**config.mk**
```make
export PLATFORM = sky130hd
export DESIGN_NAME = xfer_ctrl
export DESIGN_NICKNAME = d
export VERILOG_FILES = /design/src/rtl/packet_pkg.sv /design/src/rtl/xfer_port_fsm.sv /design/src/rtl/xfer_ctrl.sv
export SDC_FILE = /design/constraint.sdc
export NUM_CORES = 1
export LEC_CHECK = 0
export BUFFER_PORTS_ARGS = -buffer_cell sky130_fd_sc_hd__clkbuf_2
export CORE_MARGIN = 3
export CORE_UTILIZATION = 53
export CTS_BUF_LIST = sky130_fd_sc_hd__clkbuf_4 sky130_fd_sc_hd__clkbuf_8
export CTS_CLUSTER_DIAMETER = 60
export DETAILED_ROUTE_END_ITERATION = 8
export HOLD_SLACK_MARGIN = 0.1
export MAX_ROUTING_LAYER = met4
export PLACE_DENSITY_LB_ADDON = 0.3
export SLEW_MARGIN = 25
export SYNTH_ARGS = -nofsm -noshare
export SYNTH_HDL_FRONTEND = slang
export SYNTH_HIERARCHICAL = 1
export SYNTH_SLANG_ARGS = --single-unit
```
**constraint.sdc**
```tcl
create_clock -name clk -period 2.8 [get_ports clk]
set_input_delay 0.14 -clock clk [delete_from_list [all_inputs] [get_ports clk]]
set_output_delay 0.14 -clock clk [all_outputs]
set_load 0.02 [all_outputs]
```
**src/rtl/packet_pkg.sv**
```systemverilog
// Shared types and constants for the crossbar transfer controller.
package packet_pkg;

    localparam int ADDR_WIDTH        = 4;
    localparam int NUM_PORTS         = 4;
    localparam int LEN_WIDTH_DEFAULT = 6;

    typedef enum logic {
        IDLE = 1'b0,
        XFER = 1'b1
    } port_state_t;

endpackage

```
**src/rtl/xfer_port_fsm.sv**
```systemverilog
// Per-input-port packet FSM: arbiter request, flit countdown and stall watchdog.
//
// state | meaning
// IDLE  | waiting for a head flit whose destinations are all free, requesting
// XFER  | owns its latched destinations, moving one flit per all-ready cycle
module xfer_port_fsm
    import packet_pkg::*;
#(
    parameter int LEN_WIDTH = LEN_WIDTH_DEFAULT,
    parameter int STALL_MAX = 255
) (
    input  logic                  clk,
    input  logic                  rst,
    input  logic                  in_valid,
    input  logic [ADDR_WIDTH-1:0] in_dst,
    input  logic [LEN_WIDTH-1:0]  in_len,
    input  logic [ADDR_WIDTH-1:0] out_busy,
    input  logic [ADDR_WIDTH-1:0] out_ready,
    input  logic                  grant_ok,
    output logic                  req,
    output logic                  pop,
    output logic                  last,
    output logic                  len_zero,
    output logic                  stall_hit
);

    localparam int STALL_W = $clog2(STALL_MAX + 1);

    port_state_t           state_q, state_nxt;
    logic [LEN_WIDTH-1:0]  rem_q, rem_nxt;
    logic [ADDR_WIDTH-1:0] dst_q, dst_nxt;
    logic [STALL_W-1:0]    stall_q, stall_nxt;
    logic                  all_ready;

    assign len_zero  = (in_len == '0);
    assign stall_hit = (stall_q == STALL_W'(STALL_MAX));
    // Multicast moves only when every latched destination accepts this cycle.
    assign all_ready = ((out_ready & dst_q) == dst_q);

    // State, countdown and stall registers.
    always_ff @(posedge clk) begin
        if (rst) begin
            state_q <= IDLE;
            rem_q   <= '0;
            dst_q   <= '0;
            stall_q <= '0;
        end else begin
            state_q <= state_nxt;
            rem_q   <= rem_nxt;
            dst_q   <= dst_nxt;
            stall_q <= stall_nxt;
        end
    end

    // Next-state, request and pop decode.
    always_comb begin
        state_nxt = state_q;
        rem_nxt   = rem_q;
        dst_nxt   = dst_q;
        stall_nxt = stall_q;
        req       = 1'b0;
        pop       = 1'b0;
        last      = 1'b0;
        case (state_q)
            IDLE: begin
                stall_nxt = '0;
                req = !rst && in_valid && (in_dst != '0) && ((in_dst & out_busy) == '0);
                if (grant_ok) begin
                    state_nxt = XFER;
                    rem_nxt   = len_zero ? LEN_WIDTH'(1) : in_len;
                    dst_nxt   = in_dst;
                end
            end
            XFER: begin
                if (!rst && all_ready) begin
                    pop       = 1'b1;
                    stall_nxt = '0;
                    if (rem_q == LEN_WIDTH'(1)) begin
                        last      = 1'b1;
                        state_nxt = IDLE;
                        rem_nxt   = '0;
                        dst_nxt   = '0;
                    end else begin
                        rem_nxt = rem_q - LEN_WIDTH'(1);
                    end
                end else if (!stall_hit) begin
                    stall_nxt = stall_q + STALL_W'(1);
                end
            end
            default: state_nxt = IDLE;
        endcase
    end

endmodule

```
**src/rtl/xfer_ctrl.sv**
```systemverilog
// Crossbar transfer controller: four input FSMs, output locks/owners, grant
// checking and sticky error flags.
module xfer_ctrl
    import packet_pkg::*;
#(
    parameter int LEN_WIDTH = LEN_WIDTH_DEFAULT,
    parameter int STALL_MAX = 255
) (
    input  logic                  clk,
    input  logic                  rst,
    input  logic [3:0]            in_valid,
    input  logic [ADDR_WIDTH-1:0] in_dst0,
    input  logic [ADDR_WIDTH-1:0] in_dst1,
    input  logic [ADDR_WIDTH-1:0] in_dst2,
    input  logic [ADDR_WIDTH-1:0] in_dst3,
    input  logic [LEN_WIDTH-1:0]  in_len0,
    input  logic [LEN_WIDTH-1:0]  in_len1,
    input  logic [LEN_WIDTH-1:0]  in_len2,
    input  logic [LEN_WIDTH-1:0]  in_len3,
    output logic [3:0]            in_pop,
    output logic [3:0]            arb_req,
    output logic [ADDR_WIDTH-1:0] arb_dst0,
    output logic [ADDR_WIDTH-1:0] arb_dst1,
    output logic [ADDR_WIDTH-1:0] arb_dst2,
    output logic [ADDR_WIDTH-1:0] arb_dst3,
    input  logic [3:0]            arb_grant,
    output logic [3:0]            out_valid,
    input  logic [3:0]            out_ready,
    output logic [1:0]            out_sel0,
    output logic [1:0]            out_sel1,
    output logic [1:0]            out_sel2,
    output logic [1:0]            out_sel3,
    output logic [3:0]            out_busy,
    output logic                  err_len,
    output logic                  err_grant,
    output logic                  err_stall
);

    logic [ADDR_WIDTH-1:0] dst_arr [NUM_PORTS];
    logic [LEN_WIDTH-1:0]  len_arr [NUM_PORTS];
    logic [1:0]            owner_q [ADDR_WIDTH];
    logic [ADDR_WIDTH-1:0] busy_q;
    logic [ADDR_WIDTH-1:0] claimed;
    logic [3:0]            req, pop, last, len_zero, stall_hit, grant_ok;
    logic                  grant_bad;

    assign dst_arr[0] = in_dst0;
    assign dst_arr[1] = in_dst1;
    assign dst_arr[2] = in_dst2;
    assign dst_arr[3] = in_dst3;
    assign len_arr[0] = in_len0;
    assign len_arr[1] = in_len1;
    assign len_arr[2] = in_len2;
    assign len_arr[3] = in_len3;

    for (genvar g = 0; g < NUM_PORTS; g++) begin : g_port
        xfer_port_fsm #(
            .LEN_WIDTH (LEN_WIDTH),
            .STALL_MAX (STALL_MAX)
        ) u_port (
            .clk       (clk),
            .rst       (rst),
            .in_valid  (in_valid[g]),
            .in_dst    (dst_arr[g]),
            .in_len    (len_arr[g]),
            .out_busy  (busy_q),
            .out_ready (out_ready),
            .grant_ok  (grant_ok[g]),
            .req       (req[g]),
            .pop       (pop[g]),
            .last      (last[g]),
            .len_zero  (len_zero[g]),
            .stall_hit (stall_hit[g])
        );
    end

    // Accept grants in port order; a grant to a non-requester or onto an
    // output already claimed by a lower port this cycle is dropped and flagged.
    always_comb begin
        claimed   = '0;
        grant_ok  = '0;
        grant_bad = 1'b0;
        for (int i = 0; i < NUM_PORTS; i++) begin
            if (arb_grant[i]) begin
                if (!req[i] || ((dst_arr[i] & claimed) != '0)) begin
                    grant_bad = 1'b1;
                end else begin
                    grant_ok[i] = 1'b1;
                    claimed     = claimed | dst_arr[i];
                end
            end
        end
    end

    // Output locks: release on the owner's last flit, then apply new grants.
    always_ff @(posedge clk) begin
        if (rst) begin
            busy_q <= '0;
            for (int o = 0; o < ADDR_WIDTH; o++) owner_q[o] <= '0;
        end else begin
            for (int o = 0; o < ADDR_WIDTH; o++) begin
                if (busy_q[o] && last[owner_q[o]]) begin
                    busy_q[o]  <= 1'b0;
                    owner_q[o] <= '0;
                end
                for (int i = 0; i < NUM_PORTS; i++) begin
                    if (grant_ok[i] && dst_arr[i][o]) begin
                        busy_q[o]  <= 1'b1;
                        owner_q[o] <= 2'(i);
                    end
                end
            end
        end
    end

    // Sticky error flags, cleared only by reset.
    always_ff @(posedge clk) begin
        if (rst) begin
            err_len   <= 1'b0;
            err_grant <= 1'b0;
            err_stall <= 1'b0;
        end else begin
            err_len   <= err_len   | (|(grant_ok & len_zero));
            err_grant <= err_grant | grant_bad;
            err_stall <= err_stall | (|stall_hit);
        end
    end

    assign in_pop    = pop;
    assign arb_req   = req;
    assign arb_dst0  = req[0] ? in_dst0 : '0;
    assign arb_dst1  = req[1] ? in_dst1 : '0;
    assign arb_dst2  = req[2] ? in_dst2 : '0;
    assign arb_dst3  = req[3] ? in_dst3 : '0;
    assign out_valid = busy_q;
    assign out_busy  = busy_q;
    assign out_sel0  = owner_q[0];
    assign out_sel1  = owner_q[1];
    assign out_sel2  = owner_q[2];
    assign out_sel3  = owner_q[3];

endmodule

```
# --- Word-level counts from Yosys, hierarchy flattened ---
# Memory sizes are Yosys's and may differ from the RTL's.
# Cells that the tools add are included.
classes:
  n_addsub: 8
  n_lt_le_gt_ge: 4
  n_eq_ne: 28
  mux: 223
  n_bitwise: 41
  n_reduce_logical: 72
op_table:
  columns: ["op", "n"]
  rows:
  - ["$mux 1", 138]
  - ["$mux 6", 16]
  - ["$mux 4", 21]
  - ["$mux 8", 8]
  - ["$pmux 8 s2", 4]
  - ["$and 4x4->4", 12]
  - ["$pmux 6 s2", 4]
  - ["$mux 2", 20]
  - ["$logic_and 1x1->1", 36]
  - ["$add 8x1->8 const B", 4]
  - ["$eq 8x8->1 const B", 4]
  - ["$pmux 4 s2", 4]
  - ["$reduce_bool 4->1", 7]
  - ["$eq 6x1->1 const B", 4]
  - ["$logic_not 6->1", 4]
  - ["$sub 6x1->6 const B", 4]
  - ["$or 1x1->1", 23]
  - ["$reduce_bool 5->1", 4]
  - ["$eq 4x4->1", 4]
  - ["$logic_not 4->1", 4]
  - ["$ne 2x2->1 const B", 8]
  - ["$lt 2x3->1 const B", 4]
  - ["$ne 3x3->1 const B", 4]
  - ["$reduce_and 3->1", 4]
  - ["other kinds (9)", 31]
word_totals:
  reg_bits: 83
  ramBits: 8
  out_inout_bits: 43
  wordCells: 400
  memories: 1
memory_table:
  columns: ["memory", "words", "word_bits", "read_ports", "rd_clocked_by_memory_dff", "write_ports", "line_no", "rtl"]
  rows:
  - ["owner_q", 4, 2, 4, 0, 4, "xfer_ctrl.sv:41", "logic [1:0] owner_q [ADDR_WIDTH];"]

# --- Depth between registers and ports, before layout ---
logic_depth:
  depth_word: 27
  mapped_depth: 15
  ltp_nobuf: 13

# --- Cells and area by module ---
# The synthesis kept the hierarchy.
by_module_without_submodules:
  columns: ["mod", "n_inst", "cells_per_inst", "area_per_inst_um2"]
  rows:
  - ["xfer_port_fsm (g_port[2].u_port ...)", 2, 130, 1084.8]
  - ["xfer_port_fsm (g_port[0].u_port ...)", 2, 132, 1072.3]
  - ["xfer_ctrl", 1, 137, 1256.2]

# --- Least setup slack after synthesis ---
# Ideal clock, no wire load.
synth_timing:
  path_type: "register -> register"
  startpoint: "reg g_port[0].u_port.state_q"
  endpoint: "reg g_port[3].u_port.rem_q[0]"
  setup_ns: 0.086
  t_arrival_ns: 3.151
  required_ns: 2.714
  path_slack_ns: -0.436
  path_stages_with_launch: 15
  path_buffers: 3
  synth_period_minus_slack_ns: 3.236
  cell_sequence: "dfxtp_1 clkbuf_1 nor4b_1 and3_1 nand2_2 a21o_1 a211oi_4 a211oi_2 buf_6 and2_2 nor2b_1 clkbuf_1 a21oi_2 nor2_1 a211oi_1"
synth_between:
  elab_chain_cells: 20
  elab_cells_between_ends: 22
synth_lines:
  columns: ["item", "line_no", "rtl"]
  rows:
  - ["start, declared", "xfer_port_fsm.sv:29", "port_state_t state_q, state_nxt;"]
  - ["start signal, assigned", "xfer_port_fsm.sv:48", "state_q <= state_nxt;"]
  - ["$mux 1 (*)", "xfer_port_fsm.sv:64", "case (state_q)"]
  - ["net arb_req[0]", "xfer_ctrl.sv:21", "output logic [3:0] arb_req,"]
  - ["$mux 4 (*)", "xfer_ctrl.sv:85", "if (!req[i] || ((dst_arr[i] & claimed) != '0)) begin"]
  - ["$mux 4 (*)", "xfer_ctrl.sv:84", "if (arb_grant[i]) begin"]
  - ["$and 4x4->4", "xfer_ctrl.sv:85", null]
  - ["$reduce_bool 4->1", "xfer_ctrl.sv:85", null]
  - ["$logic_or 1x1->1", "xfer_ctrl.sv:85", null]
  - ["$mux 4", "xfer_ctrl.sv:85", null]
  - ["(+6 left out)", null, null]
  - ["$and 4x4->4 (*)", "xfer_ctrl.sv:85", null]
  - ["$reduce_bool 4->1 (*)", "xfer_ctrl.sv:85", null]
  - ["$logic_or 1x1->1 (*)", "xfer_ctrl.sv:85", null]
  - ["$mux 1 (*)", "xfer_ctrl.sv:85", null]
  - ["$mux 1 (*)", "xfer_ctrl.sv:84", null]
  - ["net grant_ok[3]", "xfer_ctrl.sv:44", "logic [3:0] req, pop, last, len_zero, stall_hit, grant_ok;"]
  - ["$ne 2x1->1 (no source line) (*)", null, null]
  - ["$reduce_and 2->1 (no source line) (*)", null, null]
  - ["end signal, assigned", "xfer_port_fsm.sv:49", "rem_q <= rem_nxt;"]
  - ["end, declared", "xfer_port_fsm.sv:30", "logic [LEN_WIDTH-1:0] rem_q, rem_nxt;"]
# The timed path passes the listed nets; every way through them passes the cells marked *.
# A chain may end at the register's enable or synchronous reset.

# --- Final worst setup path ---
layout_timing:
  startpoint: "reg busy_q[3] (netlist: out_busy[3])"
  endpoint: "reg g_port[3].u_port.rem_q[1]"
layout_between:
  elab_chain_cells: 23
  elab_cells_between_ends: 40
layout_lines:
  columns: ["item", "line_no", "rtl"]
  rows:
  - ["start, declared", "xfer_ctrl.sv:42", "logic [ADDR_WIDTH-1:0] busy_q;"]
  - ["start signal, assigned", "xfer_ctrl.sv:98", "busy_q <= '0;"]
  - ["start signal, assigned by index", "xfer_ctrl.sv:103", "busy_q[o] <= 1'b0;"]
  - ["start signal, assigned by index", "xfer_ctrl.sv:108", "busy_q[o] <= 1'b1;"]
  - ["$and 4x4->4", "xfer_port_fsm.sv:67", "req = !rst && in_valid && (in_dst != '0) && ((in_dst & out_busy) == '0);"]
  - ["$logic_not 4->1", "xfer_port_fsm.sv:67", null]
  - ["$logic_and 1x1->1", "xfer_port_fsm.sv:67", null]
  - ["$mux 1", "xfer_port_fsm.sv:64", null]
  - ["$mux 4", "xfer_ctrl.sv:85", null]
  - ["$mux 4", "xfer_ctrl.sv:84", null]
  - ["$and 4x4->4", "xfer_ctrl.sv:85", null]
  - ["$reduce_bool 4->1", "xfer_ctrl.sv:85", null]
  - ["(+8 left out)", null, null]
  - ["$and 4x4->4", "xfer_ctrl.sv:85", null]
  - ["$reduce_bool 4->1", "xfer_ctrl.sv:85", null]
  - ["$logic_or 1x1->1 (*)", "xfer_ctrl.sv:85", null]
  - ["$mux 1 (*)", "xfer_ctrl.sv:85", null]
  - ["$mux 1 (*)", "xfer_ctrl.sv:84", null]
  - ["net grant_ok[3]", "xfer_ctrl.sv:44", null]
  - ["$ne 2x1->1 (no source line) (*)", null, null]
  - ["$reduce_and 2->1 (no source line) (*)", null, null]
# Marks and branches as above.

==> flow_metrics.py <==
metrics = {
    "outcome": {
        "status": "complete, no violations",
    },
    "synthesis": {
        "yosys.area_share.adder": 0.0270,
        "synth_area_leaders": "dfxtp_1 30%, nor2_1 6.3%, a22oi_1 4.6%",
        "synth_xor_area_frac": 0.0189,
        "synth_compound_area_frac": 0.250,
        "synth_top_family_by_area": "simple AND/OR/NAND/NOR gates",
        "synth_edf_count": 8,
        "ys_ff_latch": 91,
        "avgSynthCellArea_sq_um": 8.43,
        "synth-warning-count": 6,
        "synth_cells": 661,
        "synth_top_area_frac": 0.298,
        "synthesis.area_sq_um": 5570,
        "synth_top_cell_by_area": "dfxtp_1",
        "ys_seq_area_frac": 0.341,
        "synthMuxAreaShare": 0.0350,
        "syn-num-nets": 727,
        "synth-simple-area-share": 0.281,
        "netlist-cell-type-count": 66,
        "synthFlopType": "dfxtp_1",
        "postSynth.asyncResetShare": 0,
    },
    "power_and_ir_drop": {
        "p_switching_mw": 0.980,
        "sw_frac_of_total": 0.320,
        "power_leakage_nw": 2.67,
        "clkPwrFrac": 0.302,
        "power_frac_seq": 0.472,
        "vdd_drop_max_mv": 0.352,
        "p_int_mw": 2.08,
        "p_comb_frac": 0.226,
        "power.density_nw_per_um2": 466,
    },
    "cts": {
        "clk_pin_slew_worst_paths_ns": 0.10,
        "cts_buffer_depth": 2,
        "ctsHtreeMaxLevel": 3,
        "clock_sinks": 91,
        "cts_resized": 0,
        "hold_buffers": 2,
        "cts_setup_buffers": 0,
        "clk_latency_ns": 0.38,
        "cts_tree": "built",
        "root_buffer": "clkbuf_8",
        "numCtsBuffers": 9,
    },
    "die": {
        "core_area_sq_um": 10000,
        "io_pins": 97,
        "rows": 36,
        "dieArea_sq_um": 11800,
        "die_h_um": 109,
        "die_w_um": 109,
        "initial_core_util": 0.557,
    },
    "sta": {
        "setup_ws_ns": 0.0942,
        "setup_viol": 0,
        "rsz0062_at_grt": "false",
        "fmax_mhz": 370,
        "fin_skew_ns": 0.0119,
        "maxSlewViolCount": 0,
        "max-slew-margin-rel": 0.594,
        "worst_hold_slack_ns": 0.118,
        "finalCritPeriodShare": 0.966,
        "layout_min_cycle_time_ns": 2.71,
        "final-hold-violation-count": 0,
        "tightest_slew_ns": 0.602,
    },
    "route": {
        "drt_iter0_drc": 575,
        "wl_per_cell_um": 16.8,
        "drt_pass1_iterations": 6,
        "drc_errors": 0,
        "routed_wl_mm": 15.4,
        "ant_nets": 0,
        "viasPerCell": 6.24,
        "via_count": 5696,
    },
    "run": {
        "drv_cap": 0,
    },
    "placement": {
        "place_ws_ns": 0.197,
        "port-buffer-count": 96,
        "placed_cells": 895,
        "post-dp-hpwl_mm": 11.5,
        "place_congestion": 0.960,
        "place_area_sq_um": 6350,
    },
    "global_route": {
        "grt_pass1_vias": 5266,
        "grt_use_total": 0.274,
        "grt_pass1_wl_mm": 25.0,
        "top_usage_layer": "met2",
        "grt-ovfl-total": 0,
        "grt.met3_usage": 0.0645,
        "antenna_found_initial": 0,
        "use_met2": 0.449,
        "grtUsageMet1": 0.344,
        "grt_max_degree": 27,
    },
    "hold_path": {
        "holdCritPathClass": "in2reg",
    },
    "critical_path": {
        "critPathMaxFanout": 9,
        "crit_arrival_ns": 2.99,
        "required_ns": 3.08,
        "worstSetupPathType": "reg2reg",
        "endpoint_kind": "register",
        "startpoint_type": "register",
    },
    "layout": {
        "mostFrequentLayoutCell": "clkbuf_2",
        "regArea_sq_um": 1900,
        "fill_cells": 862,
        "area_growth_pct": 17.9,
        "antenna_cells": 0,
        "fin_nets": 841,
        "finish.instance_area_sq_um": 6570,
        "mostFrequentLayoutCells": "96 x clkbuf_2, 93 x nor2_1, 82 x dfxtp_1",
        "multi_input_area_sq_um": 3450,
        "drive_above_1_share": 0.242,
        "fin_cells": 913,
    },
}
==> logic make-up after synthesis <==
kind of cell             Yosys count
AO/OA/AOI/OAI                    182
XOR/XNOR                          12
buffers and inverters             57
AND/OR/NAND/NOR                  293
adder cells (fa/ha/maj)           12
multiplexers                      14
flip-flops                        91
==> synth_stat cells (5+ instances only) <==
| master | n |
|---|---|
| nor2b_1 | 18 |
| nand4_1 | 8 |
| and2_1 | 15 |
| nor2_1 | 94 |
| and3_1 | 14 |
| inv_1 | 32 |
| nor4_1 | 10 |
| nand2b_1 | 25 |
| a21oi_1 | 29 |
| nand2_1 | 36 |
| edfxtp_1 | 8 |
| ha_1 | 12 |
| dfxtp_1 | 83 |
| a211oi_1 | 11 |
| buf_2 | 7 |
| o21ai_0 | 22 |
| nand3_1 | 25 |
| xnor2_1 | 6 |
| clkbuf_1 | 11 |
| a31oi_1 | 21 |
| o21ai_1 | 6 |
| o22ai_1 | 9 |
| a32oi_1 | 5 |
| mux2i_1 | 10 |
| nor3_1 | 15 |
| a22oi_1 | 34 |
| xor2_1 | 6 |
==> routing by layer <==
metal | routed length (um) | share of wire
met4 | 255 | 0.017
met5 | 0 | 0
met2 | 7340 | 0.48
met1 | 6520 | 0.42
met3 | 1240 | 0.081
==> flip-flops by register name, indices dropped and copies added (netlist names) <==
name and flops:
g_port.u_port/state_q 4, owner_q 8, out_busy 4, err_grant 1, g_port.u_port/rem_q 24, g_port.u_port/stall_q 32, err_stall 1, err_len 1
g_port.u_port/dst_q 16
==> metrics by stage <==
| stage | total power, mW | utilization | setup TNS (ns) |
|---|---|---|---|
| after floorplan | 1.91 | - | -0.263 |
| after global placement | 2.13 | 0.635 | 0 |
| after detailed placement | 2.15 | 0.635 | 0 |
| after CTS | 3.06 | 0.657 | 0 |
| after global routing | 3.19 | 0.657 | 0 |
| final | 3.06 | 0.657 | 0 |
==> path summary, 6_finish.rpt <==
kind | cells past startpoint | to | slack, ns | startpoint
setup / recovery | 12 | g_port[3].u_port/rem_q[1] | 0.09 | out_busy[3]
hold / removal | 4 | g_port[0].u_port/rem_q[3] | 0.12 | in_len0[3]
setup reg to reg | 12 | g_port[3].u_port/rem_q[1] | 0.09 | out_busy[3]
hold reg to reg | 2 | g_port[1].u_port/rem_q[5] | 0.50 | g_port[1].u_port/rem_q[5]
==> power groups by stage <==
stage	sequential (mW)	clock, mW	combinational, mW
global route	1.45	0.989	0.750
detailed placement	1.47	0	0.676
floorplan	1.47	0	0.437
finish	1.44	0.925	0.691
global placement	1.47	0	0.661
CTS	1.44	0.941	0.683
==> area by class of cell <==
class                   instances  area share
multi-input cells             513       0.526
flip-flops and latches         91       0.290
repair buffers                128       0.111
well taps                     133      0.0253
clock buffers                   9      0.0189
inverters                      32      0.0183
clock inverters                 7      0.0114
==> worst max-delay path, cell delays in order, from the launching register on <==
cell	delay [ns]
dfxtp_1	0.58
a22oi_1	0.12
and3_4	0.25
nand2_4	0.11
a21oi_1	0.06
o311ai_0	0.41
a211oi_2	0.09
and2_4	0.17
nor2b_1	0.12
buf_4	0.17
a21oi_4	0.20
nor2_1	0.09
a211oi_1	0.22
(Power assumes the default switching activity.)
